$ cat src/rtl/fp_pkg.sv
// Shared definitions for floating-point result stages: class encodings, field
// widths derived from the operand width, sticky-flag bit positions.
package fp_pkg;

  typedef enum logic [2:0] {
    FP_NORMAL    = 3'd0,
    FP_ZERO      = 3'd1,
    FP_SUBNORMAL = 3'd2,
    FP_INF       = 3'd3,
    FP_NAN       = 3'd4
  } fp_class_e;

  typedef enum logic [1:0] {
    BUF_EMPTY = 2'd0,
    BUF_ONE   = 2'd1,
    BUF_FULL  = 2'd2
  } buf_state_e;

  localparam int FLAG_ZERO = 0;
  localparam int FLAG_SUB  = 1;
  localparam int FLAG_INF  = 2;
  localparam int FLAG_NAN  = 3;

  // Binary64 uses an 11-bit exponent; every other legal width is binary32.
  function automatic int exp_w(input int n);
    return (n == 64) ? 11 : 8;
  endfunction

  function automatic int man_w(input int n);
    return n - 1 - exp_w(n);
  endfunction

  function automatic logic [3:0] class_flag(input fp_class_e c);
    logic [3:0] f;
    f = 4'b0000;
    case (c)
      FP_ZERO:      f[FLAG_ZERO] = 1'b1;
      FP_SUBNORMAL: f[FLAG_SUB]  = 1'b1;
      FP_INF:       f[FLAG_INF]  = 1'b1;
      FP_NAN:       f[FLAG_NAN]  = 1'b1;
      default:      f = 4'b0000;
    endcase
    return f;
  endfunction

endpackage

$ cat src/rtl/fp_classify.sv
// Combinational IEEE-754 pattern classifier: N-bit packed value -> 3-bit class.
// Sign is irrelevant to the class.
module fp_classify
  import fp_pkg::*;
#(
  parameter int N = 32
) (
  input  logic [N-1:0] pat,
  output fp_class_e    cls
);

  localparam int E = exp_w(N);
  localparam int M = man_w(N);

  logic [E-1:0] exp_f;
  logic [M-1:0] man_f;
  logic         unused_sign;

  assign exp_f       = pat[N-2:M];
  assign man_f       = pat[M-1:0];
  assign unused_sign = pat[N-1];

  always_comb begin
    cls = FP_NORMAL;
    if (exp_f == '1) begin
      cls = (man_f != '0) ? FP_NAN : FP_INF;
    end else if (exp_f == '0) begin
      cls = (man_f != '0) ? FP_SUBNORMAL : FP_ZERO;
    end
  end

endmodule

$ cat src/rtl/fp_mul_result_stage.sv
// Registered multiplier output stage: classify, sticky flags, 2-entry skid buffer.
// Define FP_RES_CNT_EN to add saturating NaN/inf event counters.
module fp_mul_result_stage
  import fp_pkg::*;
#(
  parameter int N     = 32,
  parameter int CNT_W = 16
) (
  input  logic         clk,
  input  logic         rst_n,
  input  logic         in_valid,
  output logic         in_ready,
  input  logic [N-1:0] in_result,
  output logic         out_valid,
  input  logic         out_ready,
  output logic [N-1:0] out_result,
  output logic [2:0]   out_class,
  output logic [3:0]   flags,
  input  logic         flag_clr,
  output buf_state_e   dbg_state
`ifdef FP_RES_CNT_EN
  ,
  output logic [CNT_W-1:0] nan_cnt,
  output logic [CNT_W-1:0] inf_cnt
`endif
);

  // Handshake: a beat moves on a rising edge where valid && ready on that side.
  // in_ready depends only on the registered buffer state, so the multiplier's
  // combinational path never sees out_ready.

  buf_state_e   state_q, state_d;
  logic [N-1:0] main_data_q, main_data_d;
  logic [N-1:0] skid_data_q, skid_data_d;
  fp_class_e    main_class_q, main_class_d;
  fp_class_e    skid_class_q, skid_class_d;
  logic [3:0]   flags_q, flags_d;
  fp_class_e    in_class;
  logic         accept;
  logic         pop;

  fp_classify #(.N(N)) u_classify (
    .pat (in_result),
    .cls (in_class)
  );

  assign in_ready   = (state_q != BUF_FULL);
  assign out_valid  = (state_q != BUF_EMPTY);
  assign accept     = in_valid && in_ready;
  assign pop        = out_valid && out_ready;
  assign out_result = main_data_q;
  assign out_class  = main_class_q;
  assign flags      = flags_q;
  assign dbg_state  = state_q;

  always_comb begin
    state_d      = state_q;
    main_data_d  = main_data_q;
    main_class_d = main_class_q;
    skid_data_d  = skid_data_q;
    skid_class_d = skid_class_q;
    case (state_q)
      BUF_EMPTY: begin
        if (accept) begin
          main_data_d  = in_result;
          main_class_d = in_class;
          state_d      = BUF_ONE;
        end
      end
      BUF_ONE: begin
        if (accept && pop) begin
          main_data_d  = in_result;
          main_class_d = in_class;
        end else if (accept) begin
          skid_data_d  = in_result;
          skid_class_d = in_class;
          state_d      = BUF_FULL;
        end else if (pop) begin
          state_d = BUF_EMPTY;
        end
      end
      BUF_FULL: begin
        if (pop) begin
          main_data_d  = skid_data_q;
          main_class_d = skid_class_q;
          state_d      = BUF_ONE;
        end
      end
      default: state_d = BUF_EMPTY;
    endcase
  end

  // A clear coinciding with an accept keeps only the new event's flag.
  always_comb begin
    flags_d = flag_clr ? 4'b0000 : flags_q;
    if (accept) begin
      flags_d = flags_d | class_flag(in_class);
    end
  end

  always_ff @(posedge clk or negedge rst_n) begin
    if (!rst_n) begin
      state_q      <= BUF_EMPTY;
      main_data_q  <= '0;
      main_class_q <= FP_NORMAL;
      skid_data_q  <= '0;
      skid_class_q <= FP_NORMAL;
      flags_q      <= 4'b0000;
    end else begin
      state_q      <= state_d;
      main_data_q  <= main_data_d;
      main_class_q <= main_class_d;
      skid_data_q  <= skid_data_d;
      skid_class_q <= skid_class_d;
      flags_q      <= flags_d;
    end
  end

`ifdef FP_RES_CNT_EN
  logic [CNT_W-1:0] nan_cnt_q, nan_cnt_d;
  logic [CNT_W-1:0] inf_cnt_q, inf_cnt_d;

  // Clear first, then count the coincident event; counters stick at all-ones.
  always_comb begin
    nan_cnt_d = flag_clr ? '0 : nan_cnt_q;
    inf_cnt_d = flag_clr ? '0 : inf_cnt_q;
    if (accept && (in_class == FP_NAN) && !(&nan_cnt_d)) begin
      nan_cnt_d = nan_cnt_d + 1'b1;
    end
    if (accept && (in_class == FP_INF) && !(&inf_cnt_d)) begin
      inf_cnt_d = inf_cnt_d + 1'b1;
    end
  end

  always_ff @(posedge clk or negedge rst_n) begin
    if (!rst_n) begin
      nan_cnt_q <= '0;
      inf_cnt_q <= '0;
    end else begin
      nan_cnt_q <= nan_cnt_d;
      inf_cnt_q <= inf_cnt_d;
    end
  end

  assign nan_cnt = nan_cnt_q;
  assign inf_cnt = inf_cnt_q;
`else
  if (CNT_W < 1) begin : g_cnt_w_unused
  end
`endif

endmodule

$ cat config.mk
export PLATFORM = sky130hd
export DESIGN_NAME = fp_mul_result_stage
export DESIGN_NICKNAME = d
export VERILOG_FILES = /design/src/rtl/fp_pkg.sv /design/src/rtl/fp_classify.sv /design/src/rtl/fp_mul_result_stage.sv
export SDC_FILE = /design/constraint.sdc
export NUM_CORES = 1
export LEC_CHECK = 0
export CORE_MARGIN = 2
export CORE_UTILIZATION = 44
export CTS_CLUSTER_SIZE = 10
export DETAILED_ROUTE_END_ITERATION = 7
export GPL_TIMING_DRIVEN = 1
export PLACE_DENSITY = 0.86
export SYNTH_ARGS = -nofsm -noshare
export SYNTH_HDL_FRONTEND = slang
export SYNTH_SLANG_ARGS = --single-unit
$ cat constraint.sdc
create_clock -name clk -period 1.6 [get_ports clk]
set_clock_uncertainty 0.15 [all_clocks]
set_input_delay 0.32 -clock clk [delete_from_list [all_inputs] [get_ports clk]]
set_output_delay 0.32 -clock clk [all_outputs]
set_load 0.005 [all_outputs]
Word-level counts from Yosys, hierarchy flattened

Cells that the tools add are included.

Equality and inequality tests: 13
Muxes and demuxes: 28
Bitwise operators: 2
Reductions and logical operators: 11

Operator list:

| cell               | number |
|---|---|
| $mux 32            | 3 |
| $pmux 32 s3        | 1 |
| $reduce_bool 23->1 | 1 |
| $mux 3             | 6 |
| $mux 2             | 6 |
| $ne 2x2->1 const B | 5 |
| $pmux 3 s3         | 1 |
| $eq 8x8->1 const B | 1 |
| $logic_not 8->1    | 1 |
| $mux 1             | 8 |
| $mux 4             | 2 |
| $reduce_and 4->1   | 2 |
| $eq 3x2->1 const B | 2 |
| $pmux 2 s3         | 1 |
| $or 4x4->4         | 1 |
| $eq 3x1->1 const B | 1 |
| $eq 3x3->1 const B | 1 |
| $logic_and 1x1->1  | 3 |
| $ne 3x3->1 const B | 1 |
| $reduce_and 3->1   | 1 |
| $reduce_bool 3->1  | 1 |
| $eq 2x1->1 const B | 1 |
| $eq 2x2->1 const B | 1 |
| $logic_not 2->1    | 1 |
| 2 further kinds    | 2 |

Register bits: 76
Bits of input ports: 37
Output and inout bits: 43
Logic and storage cells: 60

Longest topological paths before layout

Gate-level depths: netlist (run 1).

Depth after elaboration: 9
Gate-level depth with buffers: 6
Gate-level depth less buffers: 4

Cells and area by module

A second synthesis (run 1) with hierarchy kept.

Cell total of the unflattened synthesis: 235
Area total of the unflattened synthesis: 3420.8 sq um

By module, submodules not included:

| module              | times used | cells an instance | area each (sq um) | sequential area each (sq um) |
|---|---|---|---|---|
| fp_mul_result_stage | 1          | 217               | 3305.7            | 1901.8 |
| fp_classify         | 1          | 18                | 115.1             | 0.0 |

Worst setup path after synthesis (run 1)

OpenSTA, ideal clock, no wires.

Path type: reg-to-reg
Start: reg state_q[1] (netlist: dbg_state[1])
End: reg main_data_q[10] (netlist: out_result[10])
Library setup time: 0.130 ns
Data arrival time: 1.305 ns
Required time: 1.320 ns
Slack: 0.015 ns
Stages on the path, launching flop included: 6
Path buffers: 2
Period minus slack after synthesis: 1.585 ns
Cells stage by stage: dfrtp_1 > nand2b_1 > o21ai_1 > buf_2 > buf_2 > a31oi_1

Longest elaborated chain between the ends: 5
Elaborated cells on any way between the ends: 14
Classes of those cells: 6 x eq/ne; 1 x mux; 7 x reduce/logical

RTL lines:

| item                                            | RTL line                                             | RTL |
|---|---|---|
| from (decl)                                     | fp_mul_result_stage.sv:32                            | `buf_state_e state_q, state_d;` |
| from (signal assigned)                          | fp_mul_result_stage.sv:110                           | `state_q <= state_d;` |
| $ne 2x2->1 or $reduce_bool 2->1 (tied branches) | fp_mul_result_stage.sv:47, fp_mul_result_stage.sv:48 |  |
| $logic_and 1x1->1, on equally long branches     | fp_mul_result_stage.sv:49, fp_mul_result_stage.sv:50 |  |
| $logic_and 1x1->1                               | fp_mul_result_stage.sv:71                            | `if (accept && pop) begin` |
| $ne 2x2->1 (no source line)                     | n/a                                                  |  |
| $reduce_and 4->1 (no source line)               | n/a                                                  |  |
| to (signal assigned)                            | fp_mul_result_stage.sv:111                           | `main_data_q <= main_data_d;` |
| to (decl)                                       | fp_mul_result_stage.sv:33                            | `logic [N-1:0] main_data_q, main_data_d;` |

Several ways; a longest one is shown, not always the timed one.
A chain may end at the register's enable or synchronous reset.

Worst setup path in the final report (run 1)

Start: reg state_q[0] (netlist: dbg_state[0])
End: reg main_class_q[1] (netlist: out_class[1])

Longest elaborated chain between the ends: 5
Elaborated cells on any way between the ends: 14
Classes of those cells: 6 x eq/ne; 1 x mux; 7 x reduce/logical

RTL lines:

| item                                            | RTL line                                             | RTL |
|---|---|---|
| $ne 2x2->1 or $reduce_bool 2->1 (tied branches) | fp_mul_result_stage.sv:47, fp_mul_result_stage.sv:48 |  |
| $logic_and 1x1->1, on equally long branches     | fp_mul_result_stage.sv:49, fp_mul_result_stage.sv:50 |  |
| $logic_and 1x1->1                               | fp_mul_result_stage.sv:71                            |  |
| $ne 2x2->1 (no source line)                     | n/a                                                  |  |
| $reduce_and 4->1 (no source line)               | n/a                                                  |  |
| to (signal assigned)                            | fp_mul_result_stage.sv:112                           | `main_class_q <= main_class_d;` |
| to (decl)                                       | fp_mul_result_stage.sv:35                            | `fp_class_e main_class_q, main_class_d;` |

Several ways; a longest one is shown, not always the timed one.

==> results of run 1 <==
area by class of cell:
cell class / count / area (um2) / share of cell area [%]
Clock buffer: 12 / 145 / 2.62
Clock inverter: 4 / 72.6 / 1.31
Inverter: 5 / 18.8 / 0.339
Multi-Input combinational cell: 283 / 1730 / 31.3
Sequential cell: 76 / 1900 / 34.4
Tap cell: 99 / 124 / 2.24
Timing Repair Buffer: 157 / 1540 / 27.8
through the flow:
stage / power (mW) / instance area [um2] / hold slack [ns] / setup slack (ns) / utilization, %
after global routing: 7.13 / 5540 / 0.128 / -0.255 / 76.7
final: 6.81 / 5540 / 0.0977 / -0.229 / 76.7
after global placement: 4.59 / 4520 / 0.108 / -0.537 / 62.7
after detailed placement: 4.70 / 4520 / 0.110 / -0.639 / 62.7
after CTS: 6.40 / 5090 / 0.191 / -0.119 / 70.6
after floorplan: 3.58 / 3280 / -0.126 / 0.0150 / -
how the worst max path moves through the flow:
stage	end	slack, ns	cells past startpoint
6_report	out_class[1]$_DFFE_PN0P_	-0.23	5
5_1_grt	out_class[1]$_DFFE_PN0P_	-0.26	5
4_1_cts	out_valid	-0.12	2
3_5_place_dp	out_class[1]$_DFFE_PN0P_	-0.64	6
3_3_place_gp	skid_class_q[1]$_DFFE_PN0P_	-0.54	6
2_1_floorplan	out_result[10]$_DFFE_PN0P_	0.02	5
flip-flops by register name, indices dropped and copies added, names as in the netlist:
signal        flops
out_result       32
skid_data_q      32
flags             4
out_class         3
skid_class_q      3
dbg_state         2
placed cells by master (no fill, tap or decap), types with 3 or more instances in the layout:
| master | n |
|---|---|
| nand2_4 | 6 |
| clkdlybuf4s50_1 | 6 |
| buf_4 | 52 |
| clkbuf_8 | 10 |
| nand4_1 | 3 |
| a31oi_4 | 9 |
| a31oi_1 | 25 |
| inv_1 | 4 |
| nand2_2 | 26 |
| buf_12 | 11 |
| dfrtp_1 | 75 |
| clkbuf_16 | 3 |
| dlygate4sd2_1 | 65 |
| nand2_1 | 134 |
| nor2b_4 | 3 |
| clkbuf_2 | 3 |
| nor2_1 | 25 |
| nor2_2 | 7 |
| a21oi_1 | 3 |
| buf_6 | 9 |
| nor2_4 | 8 |
| nor4_2 | 4 |
| o22ai_1 | 5 |
routing by layer:
layer	part of all wire (%)	wire length, um	vias up	GRT usage (%)
met5	0	0	-	0
met4	5.2	607	0	15.0
met3	6.4	749	50	3.76
met2	50	5930	187	42.9
met1	38	4480	1724	32.6
li1	-	-	1558	-
report_power, final:
group	total [mW]	switching, mW	internal, mW
clock network	1.62	0.701	0.921
registers	2.89	0.376	2.51
logic	2.30	1.12	1.19
what timing repair did:
| action | CTS | global route |
|---|---|---|
| hold buffers | 1 | 0 |
| pin swaps | 18 | 42 |
| gates cloned | 4 | 3 |
| endpoints found under the setup margin | 111 | 79 |
| buffers inserted | 18 | 4 |
| resized for setup | 118 | 91 |
| endpoints found under the hold margin | 23 | 0 |
worst max-delay path, cell delays in order, from the launching register on:
cell and delay, ns:
dfrtp_2 0.44, buf_6 0.12, nand3b_1 0.28, or4b_1 0.54, o21ai_1 0.10, a31oi_1 0.07
cell families after synthesis:
kind of cell	Yosys count	synth area share [%]
AO/OA/AOI/OAI	51	9.62
buffers and inverters	25	3.36
flip-flops	76	58.0
multiplexers	1	0.305
AND/OR/NAND/NOR	231	28.7
==> summary.txt, run 1 <==
Outcome
  • Failing checks: negative setup slack
  • Outcome: finished, violations left

Placement
  • Dpl cells: just under 600
  • Port bufs: slightly below 80
  • GP Congestion: 0.840
  • DP Wirelength: approximately 6400 um

Die
  • Num rows: 31
  • Core Region: between 7000 and 8000 um2
  • I/O Pins: 80
  • Initial Util: a little under half
  • Die Wd: 90.3 um
  • Die area: between 8000 and 9000 um2
  • Die span in y: between 90 and 100 um

Worst setup path
  • Startpoint types: register
  • Reg-to-Reg End: out_class[1]$_DFFE_PN0P_
  • CP endpoint kind: register
  • Worst EP arrival: 1.89 ns
  • R2R Path Start: dbg_state[0]$_DFFE_PN0P_
  • R2R depth: 5
  • CP startpoint: dbg_state[0]$_DFFE_PN0P_
  • Worst endpoint required time: 1.66 ns
  • Crit Path Max Fanout: 4
  • Reg2Reg Setup Slack: -0.23 ns
  • Critical path type: register to register

Synthesis
  • Main synth FF type: dfrtp_1
  • Sequential element share of the synthesized area: between 50% and 60%
  • Number of flops mapped to enable cells by yosys: 0
  • Yosys top cell by area: dfrtp_1
  • Yosys cell types: 29
  • Flops & latches, synth: 76
  • Most numerous cell in the Yosys netlist: nand2_1
  • Mean Syn Cell Area: approximately 8.5 um2
  • Top post-synthesis cells by count: nand2_1 (166), dfrtp_1 (76), nor2_1 (40)
  • Synth Instances: 384
  • Main area contributors after synthesis: dfrtp_1 (58%), nand2_1 (19%), a31oi_1 (6.7%)
  • Post-synth top area share: around 58%
  • Post-synth ARST share: 100%
  • Syn Nets: between 400 and 500
  • Synthesis Warnings: 0
  • Synth Cell Area: ~3300 um2

Route
  • Drt via density: 5.53
  • WL/cell: around 19 um
  • Antenna-violating nets left: 0
  • Residual DRC: 0
  • Final wirelength: roughly 12000 um
  • First drt pass iteration count: 5
  • DR vias: between 3000 and 4000
  • First DRT Iteration DRCs: between 200 and 250

Layout
  • Fillers: 470
  • Area grow syn2layout: 69.0%
  • Share of cells above drive strength 1: between 30% and 40%
  • Finished Layout Cells: between 600 and 700
  • Layout Nets: ~570
  • Antenna diodes: 0

Worst hold path
  • Hold Path Origin: in_result[17]
  • Worst Hold Path Cells: 3
  • Hold EP: skid_data_q[17]$_DFFE_PN0P_
  • Worst min-delay path category: input pin to register

Clock tree
  • # H-tree levels: 3
  • CTS root buf: clkbuf_8
  • CTS tree: done
  • # clock sinks: 76
  • Insertion delay to the later sink of the worst-skew pair: between 0.3 and 0.4 ns
  • Clock buffer depth: 2
  • Clock Pin Slew Worst Setup and Hold Paths: 0.08 ns
  • Clock buffer count from CTS: 9

STA
  • Slew Viols, Final: 0
  • Final worst-path cycle share: 114%
  • RSZ-0062 raised after global routing: yes
  • Setup_tns: -5.49 ns
  • Fin crit period: between 1.5 and 2 ns
  • Finish-stage setup viols: 55
  • Slew headroom: 75.0%
  • Max Fclk: roughly 550 MHz
  • Worst-Margin Slew: between 0.3 and 0.4 ns
  • Fin. Hold Viols: 0
  • Worst Slack Setup Final: -0.229 ns

Global routing
  • GRT Overall Usage: roughly 26%
  • First-pass GRT wire length: 16600 um
  • Largest net degree at the start of global routing: 36
  • Vias in the first global route: roughly 3400
  • GRT overflow: 0
  • Initial antenna violation count: 0

Power and ir drop
  • Static leakage: about 2.6 nW
  • PwrDens: between 1000 and 1500 nW/um2
  • Peak VDD IR: ~860 uV

Flow run
  • Maxcap violations: 0
Note: power is estimated with default switching activity, not from simulation.
==> run 2, diff against run 1 <==
--- a/config.mk
+++ b/config.mk
@@ -5,12 +5,14 @@
 export SDC_FILE = /design/constraint.sdc
 export NUM_CORES = 1
 export LEC_CHECK = 0
+export CELL_PAD_IN_SITES_DETAIL_PLACEMENT = 1
+export CELL_PAD_IN_SITES_GLOBAL_PLACEMENT = 1
 export CORE_MARGIN = 2
-export CORE_UTILIZATION = 44
+export CORE_UTILIZATION = 33
 export CTS_CLUSTER_SIZE = 10
 export DETAILED_ROUTE_END_ITERATION = 7
 export GPL_TIMING_DRIVEN = 1
-export PLACE_DENSITY = 0.86
+export PLACE_DENSITY = 0.87
 export SYNTH_ARGS = -nofsm -noshare
 export SYNTH_HDL_FRONTEND = slang
 export SYNTH_SLANG_ARGS = --single-unit
==> run 2 against run 1 <==
Net effect: the flow still finishes with violations (negative setup slack); cell area increased by 0.27%; highest routed layer unchanged; non-clock buffer count decreased by 1; via count decreased by 2.1%; power decreased by 0.39%; sequential power about the same; global-route usage decreased by 2.4 points; wire length increased by 11%; hold slack got worse by 0.017 ns; count of clock-buffer cells in the layout unchanged; core utilization decreased by 19 points; clock power decreased by 6%; fmax increased by 0.28%.
==> summary.txt, run 2 (synthesized netlist as in run 1, its figures left out) <==
Outcome
  • Outcome: finished, violations left (unchanged)
  • Failing checks: negative setup slack (unchanged)

Power and ir drop
  • Switching share of power: 34.0% (was 32.2%)
  • Overall Power: 6.79 mW (was 6.81 mW)
  • Clock share of power: 22.4% (was 23.8%)
  • Static leakage: 2.63 nW (was 2.60 nW)
  • Net Switching: 2.31 mW (was 2.19 mW)
  • PwrDens: 1220 nW/um2 (was 1230 nW/um2)
  • Register share of total power: 43.0% (was 42.4%)
  • Combinational share of power: 34.6% (was 33.8%)
  • Peak VDD IR: 510 uV (was 857 uV)
  • Power Internal: 4.48 mW (was 4.62 mW)

Global routing
  • Initial antenna violation count: 0 (unchanged)
  • First-pass GRT wire length: 19700 um (was 16600 um)
  • Largest net degree at the start of global routing: 37 (was 36)
  • Vias in the first global route: 3597 (was 3404)
  • Busiest grt layer: met2 (unchanged)
  • GRT Overall Usage: 23.5% (was 25.9%)
  • Met2 usage: 40.3% (was 42.9%)
  • Met3 Track Usage GR: 3.84% (was 3.76%)
  • Met1 usage: 29.9% (was 32.6%)
  • GRT overflow: 0 (unchanged)

Layout
  • Most frequent cells in the layout: nand2_1 (129), dfrtp_1 (74), dlygate4sd2_1 (64) (was nand2_1 (134), dfrtp_1 (75), dlygate4sd2_1 (65))
  • Antenna diodes: 0 (unchanged)
  • Share of cells above drive strength 1: 34.5% (was 33.0%)
  • Area grow syn2layout: 69.4% (was 69.0%)
  • Layout Nets: 568 (was 569)
  • Most common cell after layout, fill and taps aside: nand2_1 (unchanged)
  • Fillers: 1097 (was 470)
  • Finished Layout Cells: 669 (was 636)
  • Final Util: 57.3% (was 76.7%)

STA
  • Fin. Hold Viols: 0 (unchanged)
  • Final worst-path cycle share: 114% (about the same)
  • Fin crit period: 1.82 ns (was 1.83 ns)
  • Slew headroom: 75.1% (was 75.0%)
  • Worst-Margin Slew: 0.373 ns (was 0.375 ns)
  • Slew Viols, Final: 0 (unchanged)
  • Worst Slack Setup Final: -0.224 ns (was -0.229 ns)
  • Max Fclk: 548 MHz (was 547 MHz)
  • RSZ-0062 raised after global routing: yes (unchanged)
  • Finish-stage setup viols: 71 (was 55)
  • Setup_tns: -6.04 ns (was -5.49 ns)

Clock tree
  • # clock sinks: 76 (unchanged)
  • Clock Pin Slew Worst Setup and Hold Paths: 0.08 ns (about the same)
  • Clock buffer count from CTS: 9 (unchanged)
  • Clock buffer depth: 2 (unchanged)
  • Insertion delay to the later sink of the worst-skew pair: 0.36 ns (was 0.34 ns)
  • CTS root buf: clkbuf_8 (unchanged)
  • # H-tree levels: 3 (unchanged)
  • CTS tree: done (unchanged)

Worst setup path
  • Worst endpoint required time: 1.72 ns (was 1.66 ns)
  • Crit Path Max Fanout: 8 (was 4)
  • CP top delay family: buffers and inverters (was simple AND/OR/NAND/NOR gates)
  • Slowest cell on crit path: dfrtp_2 (was or4b_1)
  • Worst EP arrival: 1.94 ns (was 1.89 ns)
  • CP endpoint kind: register (unchanged)
  • Startpoint types: register (unchanged)
  • Crit path largest cell delay: 0.43 ns (was 0.54 ns)
  • Critical path type: register to register (unchanged)
  • Most Frequent Cell on Critical Path: buf_6
  • Worst-path cell chain: buf_6 -> nand3b_1 -> buf_6 -> o21ai_4 -> buf_6 -> clkbuf_16 -> nor2_4 -> a31oi_1 (was buf_6 -> nand3b_1 -> or4b_1 -> o21ai_1 -> a31oi_1)
  • WP buf/inv: 4 (was 1)

Die
  • Die Wd: 104 um (was 90.3 um)
  • Core Region: 9680 um2 (was 7210 um2)
  • Num rows: 36 (was 31)
  • Initial Util: 33.8% (was 45.4%)
  • Die area: 10700 um2 (was 8150 um2)
  • I/O Pins: 80 (unchanged)
  • Die span in y: 104 um (was 90.3 um)

Placement
  • DP Wirelength: 7370 um (was 6370 um)
  • Dpl cells: 621 (was 593)
  • GP Congestion: 0.833 (was 0.840)
  • Port bufs: 79 (unchanged)

Route
  • WL/cell: 19.6 um (was 18.5 um)
  • First DRT Iteration DRCs: 195 (was 241)
  • First drt pass iteration count: 4 (was 5)
  • Drt via density: 5.15 (was 5.53)
  • Final wirelength: 13100 um (was 11800 um)
  • Antenna-violating nets left: 0 (unchanged)
  • DR vias: 3444 (was 3519)
  • Residual DRC: 0 (unchanged)

Flow run
  • Maxcap violations: 0 (unchanged)

Worst hold path
  • Worst min-delay path category: input pin to register (unchanged)
==> run 2: what timing repair did <==
item | CTS | global route
gates resized for setup | 116 | 112
hold buffers | 1 | 0
pin swaps | 20 | 41
setup buffers | 20 | 4
endpoints found under the setup margin | 117 | 78
endpoints found under the hold margin | 24 | 0
gates cloned | 5 | 4
==> run 2: final cells by class <==
type | count | area (um2) | area share [%]
Timing Repair Buffer | 156 | 1550 | 27.9
Sequential cell | 76 | 1900 | 34.3
Multi-Input combinational cell | 283 | 1720 | 31.0
Clock inverter | 4 | 48.8 | 0.879
Tap cell | 133 | 166 | 3.00
Inverter | 5 | 18.8 | 0.338
Clock buffer | 12 | 145 | 2.61
==> run 2: worst reg2reg max path, cell delays in order (launching register included) <==
cell,delay [ns]
dfrtp_2,0.43
buf_6,0.13
nand3b_1,0.19
buf_6,0.15
o21ai_4,0.07
buf_6,0.19
clkbuf_16,0.21
nor2_4,0.04
a31oi_1,0.19
==> run 2: power groups by stage <==
stage	logic, mW	clock network [mW]	registers (mW)
after floorplan	0.738	0	2.84
after global placement	1.78	0	2.86
after detailed placement	1.87	0	2.90
after CTS	1.98	1.52	2.85
after global routing	2.55	1.64	2.99
final	2.34	1.52	2.92
==> run 2: per-stage QoR <==
stage	setup WS (ns)	hold slack [ns]	area (um2)
2_1_floorplan	0.0150	-0.126	3280
3_3_place_gp	-0.556	0.106	4560
3_5_place_dp	-0.656	0.116	4560
4_1_cts	-0.162	0.198	5130
5_1_grt	-0.277	0.0896	5550
6_report	-0.224	0.0804	5550
==> run 2: final timing paths <==
path / slack, ns / from / to / cells past startpoint
setup reg to reg: -0.22 / dbg_state[0]$_DFFE_PN0P_ / out_result[24]$_DFFE_PN0P_ / 8
hold / removal: 0.08 / in_result[5] / skid_data_q[5]$_DFFE_PN0P_ / 3
min in group asynchronous: 0.26 / rst_n / out_result[23]$_DFFE_PN0P_ / 2
max in group asynchronous: 0.55 / rst_n / skid_class_q[1]$_DFFE_PN0P_ / 3
hold reg to reg: 0.33 / skid_data_q[22]$_DFFE_PN0P_ / skid_data_q[22]$_DFFE_PN0P_ / 2
setup / recovery: -0.22 / dbg_state[0]$_DFFE_PN0P_ / out_result[24]$_DFFE_PN0P_ / 8
==> run 2: metal layers <==
| layer | routed length, um | part of all wire (%) | vias up |
|---|---|---|---|
| met5 | 0 | 0 | - |
| met4 | 291 | 2.2 | 0 |
| met3 | 546 | 4.2 | 22 |
| met2 | 6940 | 53 | 106 |
| met1 | 5310 | 41 | 1756 |
| li1 | - | - | 1560 |
==> run 3, diff against run 2 <==
--- a/config.mk
+++ b/config.mk
@@ -13,6 +13,7 @@
 export DETAILED_ROUTE_END_ITERATION = 7
 export GPL_TIMING_DRIVEN = 1
 export PLACE_DENSITY = 0.87
+export SLEW_MARGIN = 20
 export SYNTH_ARGS = -nofsm -noshare
 export SYNTH_HDL_FRONTEND = slang
 export SYNTH_SLANG_ARGS = --single-unit
==> results of run 3 <==
No change in the layout: final DEF, timing and power equal those of run 2.
